===== src/rtl/hyperbus_pkg.sv =====
// Shared HyperBus types: transfer descriptor, timing configuration and the
// transfer-scheduler state encoding.
package hyperbus_pkg;

  localparam int unsigned NumReq = 2;

  typedef logic [15:0] hyper_blen_t;

  typedef struct packed {
    logic [31:0] address;
    logic        write;
    logic        address_space;
    logic        burst_type;
    hyper_blen_t burst;
  } hyper_tf_t;

  typedef struct packed {
    logic [3:0]  t_latency_access;
    logic [3:0]  t_read_write_recovery;
    logic [15:0] t_burst_max;
  } hyper_cfg_t;

  typedef enum logic [1:0] {
    Idle,
    Issue,
    Wait
  } hyper_sched_state_t;

  // A zero limit means unlimited, so the whole remainder goes out at once.
  function automatic hyper_blen_t chunk_len(input hyper_blen_t remaining,
                                            input logic [15:0] max_len);
    if (max_len == 16'd0 || 16'(remaining) <= max_len) return remaining;
    else return max_len;
  endfunction

  function automatic logic is_last(input hyper_blen_t remaining,
                                   input logic [15:0] max_len);
    return (max_len == 16'd0) || (16'(remaining) <= max_len);
  endfunction

endpackage


===== src/rtl/hyperbus_burst_split.sv =====
// Burst splitter: tracks remaining words, current address and the latched
// chunk limit, and presents the descriptor of the next chunk to be issued.
module hyperbus_burst_split
  import hyperbus_pkg::*;
(
  input  logic        clk_i,
  input  logic        rst_i,
  input  logic        load_i,
  input  logic [31:0] load_addr_i,
  input  hyper_blen_t load_burst_i,
  input  logic [15:0] load_max_i,
  input  logic        advance_i,
  output logic [31:0] next_addr_o,
  output hyper_blen_t next_chunk_o,
  output logic        next_last_o,
  output logic        more_o
);

  hyper_blen_t rem_q, rem_d;
  logic [31:0] addr_q, addr_d;
  logic [15:0] max_q, max_d;
  hyper_blen_t cur_chunk;

  assign cur_chunk = chunk_len(rem_q, max_q);

  always_comb begin
    rem_d  = rem_q;
    addr_d = addr_q;
    max_d  = max_q;
    if (load_i) begin
      rem_d  = load_burst_i;
      addr_d = load_addr_i;
      max_d  = load_max_i;
    end else if (advance_i) begin
      // Addresses count bytes while bursts count 16-bit words.
      rem_d  = rem_q - cur_chunk;
      addr_d = addr_q + {15'd0, cur_chunk, 1'b0};
    end
  end

  // "Next" views are taken from the post-update values so the top can
  // register the upcoming chunk in the same cycle it commits to it.
  assign next_addr_o  = addr_d;
  assign next_chunk_o = chunk_len(rem_d, max_d);
  assign next_last_o  = is_last(rem_d, max_d);
  assign more_o       = (rem_q != '0);

  always_ff @(posedge clk_i) begin
    if (rst_i) begin
      rem_q  <= '0;
      addr_q <= '0;
      max_q  <= '0;
    end else begin
      rem_q  <= rem_d;
      addr_q <= addr_d;
      max_q  <= max_d;
    end
  end

endmodule


===== src/rtl/hyperbus_tf_sched.sv =====
// Round-robin transfer scheduler between the read/write front-ends and the
// HyperBus PHY. Define HYPERBUS_TF_SPLIT_EN to split long bursts into chunks.
module hyperbus_tf_sched
  import hyperbus_pkg::*;
#(
  parameter int unsigned NumReq = hyperbus_pkg::NumReq
) (
  input  logic                   clk_i,
  input  logic                   rst_i,
  input  hyper_cfg_t             cfg_i,
  input  hyper_tf_t [NumReq-1:0] req_tf_i,
  input  logic [NumReq-1:0]      req_valid_i,
  output logic [NumReq-1:0]      req_ready_o,
  output hyper_tf_t              phy_tf_o,
  output logic                   phy_valid_o,
  input  logic                   phy_ready_i,
  input  logic                   phy_done_i,
  output logic                   grant_o,
  output logic                   last_chunk_o,
  output logic                   busy_o
);

  hyper_sched_state_t state_q, state_d;
  logic        ptr_q, grant_q, last_q;
  hyper_tf_t   phy_tf_q;
  logic        winner;
  logic        load_req, load_next, advance, to_idle;
  logic [31:0] next_addr;
  hyper_blen_t next_chunk;
  logic        next_last;
  logic        more;
  logic        unused_cfg;

  assign winner = req_valid_i[ptr_q] ? ptr_q : ~ptr_q;

`ifdef HYPERBUS_TF_SPLIT_EN
  hyperbus_burst_split u_split (
    .clk_i        (clk_i),
    .rst_i        (rst_i),
    .load_i       (load_req),
    .load_addr_i  (req_tf_i[winner].address),
    .load_burst_i (req_tf_i[winner].burst),
    .load_max_i   (cfg_i.t_burst_max),
    .advance_i    (advance),
    .next_addr_o  (next_addr),
    .next_chunk_o (next_chunk),
    .next_last_o  (next_last),
    .more_o       (more)
  );
  assign unused_cfg = ^{cfg_i.t_latency_access, cfg_i.t_read_write_recovery};
`else
  assign next_addr  = req_tf_i[winner].address;
  assign next_chunk = req_tf_i[winner].burst;
  assign next_last  = 1'b1;
  assign more       = 1'b0;
  assign unused_cfg = ^cfg_i;
`endif

  // NOTE: every output of this block gets a default first, so no path can
  // leave a signal unassigned and infer a latch.
  always_comb begin
    state_d     = state_q;
    req_ready_o = '0;
    load_req    = 1'b0;
    load_next   = 1'b0;
    advance     = 1'b0;
    to_idle     = 1'b0;
    unique case (state_q)
      Idle: begin
        if (|req_valid_i) begin
          req_ready_o[winner] = 1'b1;
          load_req            = 1'b1;
          state_d             = Issue;
        end
      end
      Issue: begin
        if (phy_ready_i) begin
          advance = 1'b1;
          state_d = Wait;
        end
      end
      Wait: begin
        if (phy_done_i) begin
          if (more) begin
            load_next = 1'b1;
            state_d   = Issue;
          end else begin
            to_idle = 1'b1;
            state_d = Idle;
          end
        end
      end
      default: state_d = Idle;
    endcase
  end

  // NOTE: state is updated with non-blocking assignments so every register
  // samples the pre-edge values regardless of statement order.
  always_ff @(posedge clk_i) begin
    if (rst_i) state_q <= Idle;
    else       state_q <= state_d;
  end

  always_ff @(posedge clk_i) begin
    if (rst_i) begin
      ptr_q    <= 1'b0;
      grant_q  <= 1'b0;
      last_q   <= 1'b0;
      phy_tf_q <= '0;
    end else begin
      if (load_req) begin
        grant_q                <= winner;
        phy_tf_q.write         <= req_tf_i[winner].write;
        phy_tf_q.burst_type    <= req_tf_i[winner].burst_type;
        phy_tf_q.address_space <= req_tf_i[winner].address_space;
      end
      // Only registered outputs reach the PHY; they change solely on entry
      // to Issue, which keeps the chunk stable through backpressure.
      if (load_req || load_next) begin
        phy_tf_q.address <= next_addr;
        phy_tf_q.burst   <= next_chunk;
        last_q           <= next_last;
      end
      if (to_idle) begin
        ptr_q  <= ~grant_q;
        last_q <= 1'b0;
      end
    end
  end

  assign phy_tf_o     = phy_tf_q;
  assign phy_valid_o  = (state_q == Issue);
  assign busy_o       = (state_q != Idle);
  assign grant_o      = grant_q;
  assign last_chunk_o = last_q;

endmodule


===== config.mk =====
export PLATFORM = sky130hd
export DESIGN_NAME = hyperbus_tf_sched
export DESIGN_NICKNAME = d
export VERILOG_FILES = /design/src/rtl/hyperbus_pkg.sv /design/src/rtl/hyperbus_burst_split.sv /design/src/rtl/hyperbus_tf_sched.sv
export SDC_FILE = /design/constraint.sdc
export NUM_CORES = 1
export LEC_CHECK = 0
export BUFFER_PORTS_ARGS = -buffer_cell sky130_fd_sc_hd__buf_2
export CORE_MARGIN = 1
export CORE_UTILIZATION = 23
export DETAILED_ROUTE_END_ITERATION = 7
export PLACE_DENSITY = 0.58
export SYNTH_ARGS = -nofsm -noshare
export SYNTH_HDL_FRONTEND = slang
export SYNTH_SLANG_ARGS = --single-unit

===== constraint.sdc =====
create_clock -name clk_i -period 1.42 [get_ports clk_i]
set_input_delay 0.071 -clock clk_i [delete_from_list [all_inputs] [get_ports clk_i]]
set_output_delay 0.071 -clock clk_i [all_outputs]
set_load 0.02 [all_outputs]

==> impl_metrics.tcl, run 1 <==
set metrics [dict create \
    outcome "completed" \
    drc_errors 0 \
    syn_area_um2 3090 \
    timing.final.ws_setup_ps 55.1 \
    yosysUniqueCellTypes 26 \
    yosysWarnings 0 \
    syn_avg_cell_area_um2 9.32 \
    wl_um 11500 \
    rsz0062_at_grt "yes" \
    dieArea_um2 13900 \
    skew_ps 4.73 \
    grt_antenna_before_repair 0 \
    dpl.hpwl_um 6960 \
    die_w_um 118 \
    drive_above_1_share_pct 53.2 \
    gp_congestion 0.746 \
    grt_overflow 0 \
    hold_path_class "in -> reg" \
    vias 3363 \
    layout_common_cells "buf_2 (162), dfxtp_1 (54), a21oi_1 (53)" \
    fillers 1354 \
    crit_type "reg -> out" \
    tightest_slew_ps 403 \
    timing.final.crit_share_pct 96.1 \
    fin_total_pwr_w 0.00472 \
    syn_nets 464 \
    r2r_cells 4 \
    cts_htree_levels 2 \
    cellPowerDensity_nw_per_um2 1060 \
    final_common_cell "buf_2" \
    worstPathRequired_ps 1350 \
    viasPerCell 5.10 \
    grt_first_pass_wirelength_um 17800 \
    p_leak_nw 1.91 \
    r2r_setup_slack_ps 60 \
    yosys.area_share.simple_pct 11.0 \
    ir_drop_mv 0.468 \
    maxSlewHeadroom_pct 73.1 \
    synth_xor_area_share_pct 0 \
    layout_min_cycle_time_ps 1360 \
    tritoncts "yes" \
    reg2reg_to "phy_tf_o[43]$_SDFFE_PP0P_" \
    fin_area_um2 4470 \
    worst_hold_path.num_cells 3 \
    cap_viol_max_count 0 \
    ioPinCount 189 \
    drtAntennaViolNets 0 \
    placed_area_um2 4070 \
    clk_latency_ps 300 \
    final_nets 617 \
    ys_seq_elements 56 \
    setup.worst_path.start "state_q[1]$_SDFFE_PP0P_" \
    startpoint_type "flop" \
    preCtsSetupSlack_ps -24.0 \
    start_util_pct 23.4 \
    root_buffer "clkbuf_16" \
    worstReg2RegStart "state_q[1]$_SDFFE_PP0P_" \
    first_iter_violations 196 \
    cts.sinks 56 \
    synth_mux_area_share_pct 0.324 \
    postSynthCellCount 332 \
    grt_max_degree 57 \
    die_h_um 118 \
    max_freq_ghz 0.733 \
    cp.arrival_ps 1290 \
    critPathCapture "req_ready_o[0]" \
    synth_top_family_by_area "compound AO/OA/AOI/OAI gates" \
    grt_pass1_vias 3313 \
    path_max_fanout 4 \
    row_count 42 \
    cts_buffer_depth 2 \
    yosysSeqAreaShare_pct 36.2 \
    grt_use_total_pct 16.3 \
    wl_per_cell_um 17.4 \
    hold_buffers 0 \
    drtPass1Iterations 4 \
    drv_slew 0 \
    cts.clk_slew.worst_paths_ps 70 \
    cts_made_buffers 5 \
    synthAdderAreaFrac_pct 0 \
    port_buffers 164 \
    core_area_um2 13200 \
    synth_compound_area_share_pct 42.4 \
    finalHoldViolCount 0 \
    syn_to_final_growth_pct 44.7 \
    end_kind "output port" \
    setup_viol 0 \
    antennaDiodeCount 0 \
]
==> metrics by stage <==
step,utilization (%),cells,hold slack [ps],TNS [ps]
final,33.9,659,53.1,0
after global routing,33.9,659,53.2,-12.5
after CTS,33.3,654,34.3,-4.82
after detailed placement,30.9,641,360,-30.0
after global placement,30.9,641,338,0
after floorplan,-,332,233,0
==> worst max-delay path, stage by stage (launching register included) <==
cell	delay [ps]
dfxtp_2	350
nor2_4	180
buf_12	130
nand2_1	70
a21oi_2	130
buf_4	150
==> layout make-up <==
cell class / count / area (µm²) / share of cell area, %
multi-input cells: 226 / 1700 / 37.9
repair buffers: 192 / 1290 / 28.9
flip-flops and latches: 56 / 1130 / 25.2
well taps: 176 / 220 / 4.92
clock buffers: 5 / 125 / 2.80
inverters: 4 / 15.0 / 0.336
==> synthesized netlist by cell type <==
library cell | n | area [µm²]
a21oi_1 | 54 | 270
nand3b_1 | 1 | 7.51
or2_1 | 1 | 6.26
a21o_1 | 1 | 7.51
buf_4 | 2 | 15.0
buf_12 | 6 | 120
clkbuf_1 | 29 | 109
a22oi_1 | 1 | 7.51
o211a_1 | 1 | 10.0
and2_4 | 1 | 8.76
nand2b_1 | 3 | 18.8
mux2i_1 | 1 | 10.0
nor2_1 | 4 | 15.0
a311oi_2 | 50 | 751
nand3_1 | 51 | 255
buf_2 | 8 | 40.0
dfxtp_1 | 56 | 1120
inv_1 | 4 | 15.0
nand4_1 | 1 | 6.26
o21ai_1 | 10 | 50.1
nand2_1 | 1 | 3.75
a311oi_1 | 1 | 8.76
buf_6 | 1 | 11.3
o21ai_0 | 41 | 205
nor2b_1 | 2 | 12.5
and2b_1 | 1 | 7.51
==> how the worst min path moves through the flow <==
stage / from / end / slack, ps
after global routing: req_tf_i[73] / phy_tf_o[22]$_SDFFE_PP0P_ / 50
after global placement: phy_ready_i / state_q[1]$_SDFFE_PP0P_ / 340
final: phy_ready_i / state_q[0]$_SDFFE_PP0P_ / 50
after CTS: phy_ready_i / state_q[0]$_SDFFE_PP0P_ / 30
after detailed placement: phy_ready_i / state_q[0]$_SDFFE_PP0P_ / 360
after floorplan: phy_ready_i / state_q[1]$_SDFFE_PP0P_ / 230
==> registers in the layout (all words and copies together) (netlist names) <==
register	cells
last_chunk_o	1
ptr_q	1
phy_tf_o	51
grant_o	1
state_q	2
==> per-layer routing <==
metal | routed length, µm | track usage, % | up-vias
li1 | - | - | 1585
met1 | 4920 | 19.9 | 1612
met2 | 5740 | 28.3 | 152
met3 | 651 | 2.76 | 14
met4 | 174 | 6.25 | 0
met5 | 0 | 0 | -
==> repair_timing <==
action / in CTS / in global routing
pin swaps: 3 / 1
setup endpoints to repair: 11 / 7
buffers inserted: 5 / 3
cloned: 3 / 2
gates resized for setup: 9 / 5
==> cells by family (layout without fill, tap and decap cells) <==
group                  after synthesis  after routing
and+or+nand+nor                     66             66
muxes                                1              1
DFF                                 56             56
buffers and inverters               50            201
AOI/OAI and AO/OA                  159            159
==> report_power, final <==
group / switching [W] / internal (W) / total [W]
clock: 0.000562 / 0.000627 / 0.00119
combinational: 0.000940 / 0.000733 / 0.00167
sequential: 0.000101 / 0.00176 / 0.00186
(Power assumes the default switching activity.)
==> run 2: changes to the inputs <==
--- a/config.mk
+++ b/config.mk
@@ -6,6 +6,7 @@
 export NUM_CORES = 1
 export LEC_CHECK = 0
 export BUFFER_PORTS_ARGS = -buffer_cell sky130_fd_sc_hd__buf_2
+export CORE_ASPECT_RATIO = 1.1
 export CORE_MARGIN = 1
 export CORE_UTILIZATION = 23
 export DETAILED_ROUTE_END_ITERATION = 7
==> run 2 against run 1 <==
Net effect: total power grew 2.1%; clock power grew 9%; die area is essentially flat; largest cell class unchanged; clock skew is essentially flat; core utilization grew 0.093 points; critical path depth is the same; highest routed layer unchanged; wire length shrank 0.84%; hold slack lost 19 ps; largest power group unchanged; global-route usage grew 0.23 points; first-iteration DRC count grew 18%; design area is essentially flat; maximum frequency grew 1.2%.
==> impl_metrics.tcl, run 2 (same netlist as run 1, synthesis figures left out) <==
set metrics [dict create \
    grt_overflow 0 \
    row_count 44 \
    cts_made_buffers 5 \
    die_h_um 124 \
    ir_drop_mv 0.419 \
    viasPerCell 5.24 \
    fin_area_um2 4480 \
    grt_max_degree 57 \
    ioPinCount 189 \
    slowest_delay_ps 390 \
    setup_viol 0 \
    die_w_um 113 \
    drc_errors 0 \
    cellPowerDensity_nw_per_um2 1080 \
    end_kind "output port" \
    tightest_slew_ps 400 \
    grt_pass1_vias 3160 \
    fillers 1346 \
    cts.sinks 56 \
    placed_area_um2 4070 \
    cts.clk_slew.worst_paths_ps 70 \
    path_cells "nand2b_4, buf_12, nand4_1, inv_1, buf_4" \
    grt_antenna_before_repair 0 \
    drive_above_1_share_pct 53.5 \
    layout_min_cycle_time_ps 1350 \
    worstPathRequired_ps 1350 \
    drtPass1Iterations 5 \
    final_nets 615 \
    grt_first_pass_wirelength_um 17400 \
    core_area_um2 13200 \
    maxSlewHeadroom_pct 73.3 \
    wl_um 11400 \
    multiInputGateArea_um2 1700 \
    clk_latency_ps 300 \
    timing.final.ws_setup_ps 71.5 \
    vias 3377 \
    skew_ps 5.03 \
    port_buffers 164 \
    largest_reg_flops 51 \
    root_buffer "clkbuf_16" \
    start_util_pct 23.5 \
    tritoncts "yes" \
    final_common_cell "buf_2" \
    cts_buffer_depth 2 \
    dieArea_um2 13900 \
    cap_viol_max_count 0 \
    layout_common_cells "buf_2 (161), a21oi_1 (53), dfxtp_1 (53)" \
    finalHoldViolCount 0 \
    outcome "completed" \
    hold_buffers 0 \
    drtAntennaViolNets 0 \
    dpl.hpwl_um 6860 \
    tns_ps 0 \
    timing.final.crit_share_pct 95.0 \
    drv_slew 0 \
    seq_area_um2 1130 \
    preCtsSetupSlack_ps 22.7 \
    cp.arrival_ps 1280 \
    path_max_fanout 5 \
    p_leak_nw 1.94 \
    startpoint_type "flop" \
    syn_to_final_growth_pct 44.7 \
    rsz0062_at_grt "no" \
    cts_htree_levels 2 \
    wl_per_cell_um 17.7 \
    max_freq_ghz 0.742 \
    gp_congestion 0.675 \
    first_iter_violations 232 \
    crit_type "reg -> out" \
    grt_use_total_pct 16.5 \
    antennaDiodeCount 0 \
    utilization_pct 34.0 \
    cpMaxStageDelayCell "dfxtp_4" \
    hold_path_class "in -> reg" \
]
-- run 2: repair_timing --
item,in CTS,in global routing
buffers inserted,3,4
pin swaps,1,2
cloned,5,0
gates resized for setup,7,2
setup endpoints to repair,2,2
-- run 2: final cells by class --
cell class,instances,area share (%)
well taps,161,4.50
clock inverters,2,0.224
multi-input cells,226,37.9
flip-flops and latches,56,25.2
clock buffers,6,3.10
repair buffers,190,28.7
inverters,4,0.335
-- run 2: worst paths after layout --
kind                            cells past startpoint                   endpoint  slack [ps]                 startpoint
worst min-delay path                                3    state_q[1]$_SDFFE_PP0P_          30                phy_ready_i
worst max register to register                      5  phy_tf_o[41]$_SDFFE_PP0P_          80    state_q[1]$_SDFFE_PP0P_
worst min register to register                      1  last_chunk_o$_SDFFE_PP0P_         510  last_chunk_o$_SDFFE_PP0P_
worst max-delay path                                5             req_ready_o[1]          70         ptr_q$_SDFFE_PP0P_
-- run 2: per-stage QoR --
stage | hold slack (ps) | std cells | total power (W)
3_5_place_dp | 349 | 625 | 0.00344
5_1_grt | 45.9 | 645 | 0.00508
6_report | 33.7 | 645 | 0.00482
2_1_floorplan | 233 | 332 | 0.00294
3_3_place_gp | 342 | 625 | 0.00340
4_1_cts | 17.4 | 641 | 0.00488
-- run 2: power by group --
group          total [W]  internal, W  switching, W
Sequential       0.00186      0.00176     0.0000989
Combinational    0.00166     0.000728      0.000937
Clock            0.00130     0.000698      0.000601
-- run 2: worst max-delay path: cells and delay by family, from the launching register on --
family,cells,cell delay [ps]
flops,1,390
simple gates,2,250
buf+inv,3,340
-- run 2: metal layers --
| metal | vias to the layer above | routed length (µm) | global-route usage [%] |
|---|---|---|---|
| li1 | 1584 | - | - |
| met1 | 1629 | 4850 | 19.2 |
| met2 | 156 | 5760 | 30.5 |
| met3 | 8 | 719 | 4.04 |
| met4 | 0 | 74 | 3.83 |
| met5 | - | 0 | 0 |
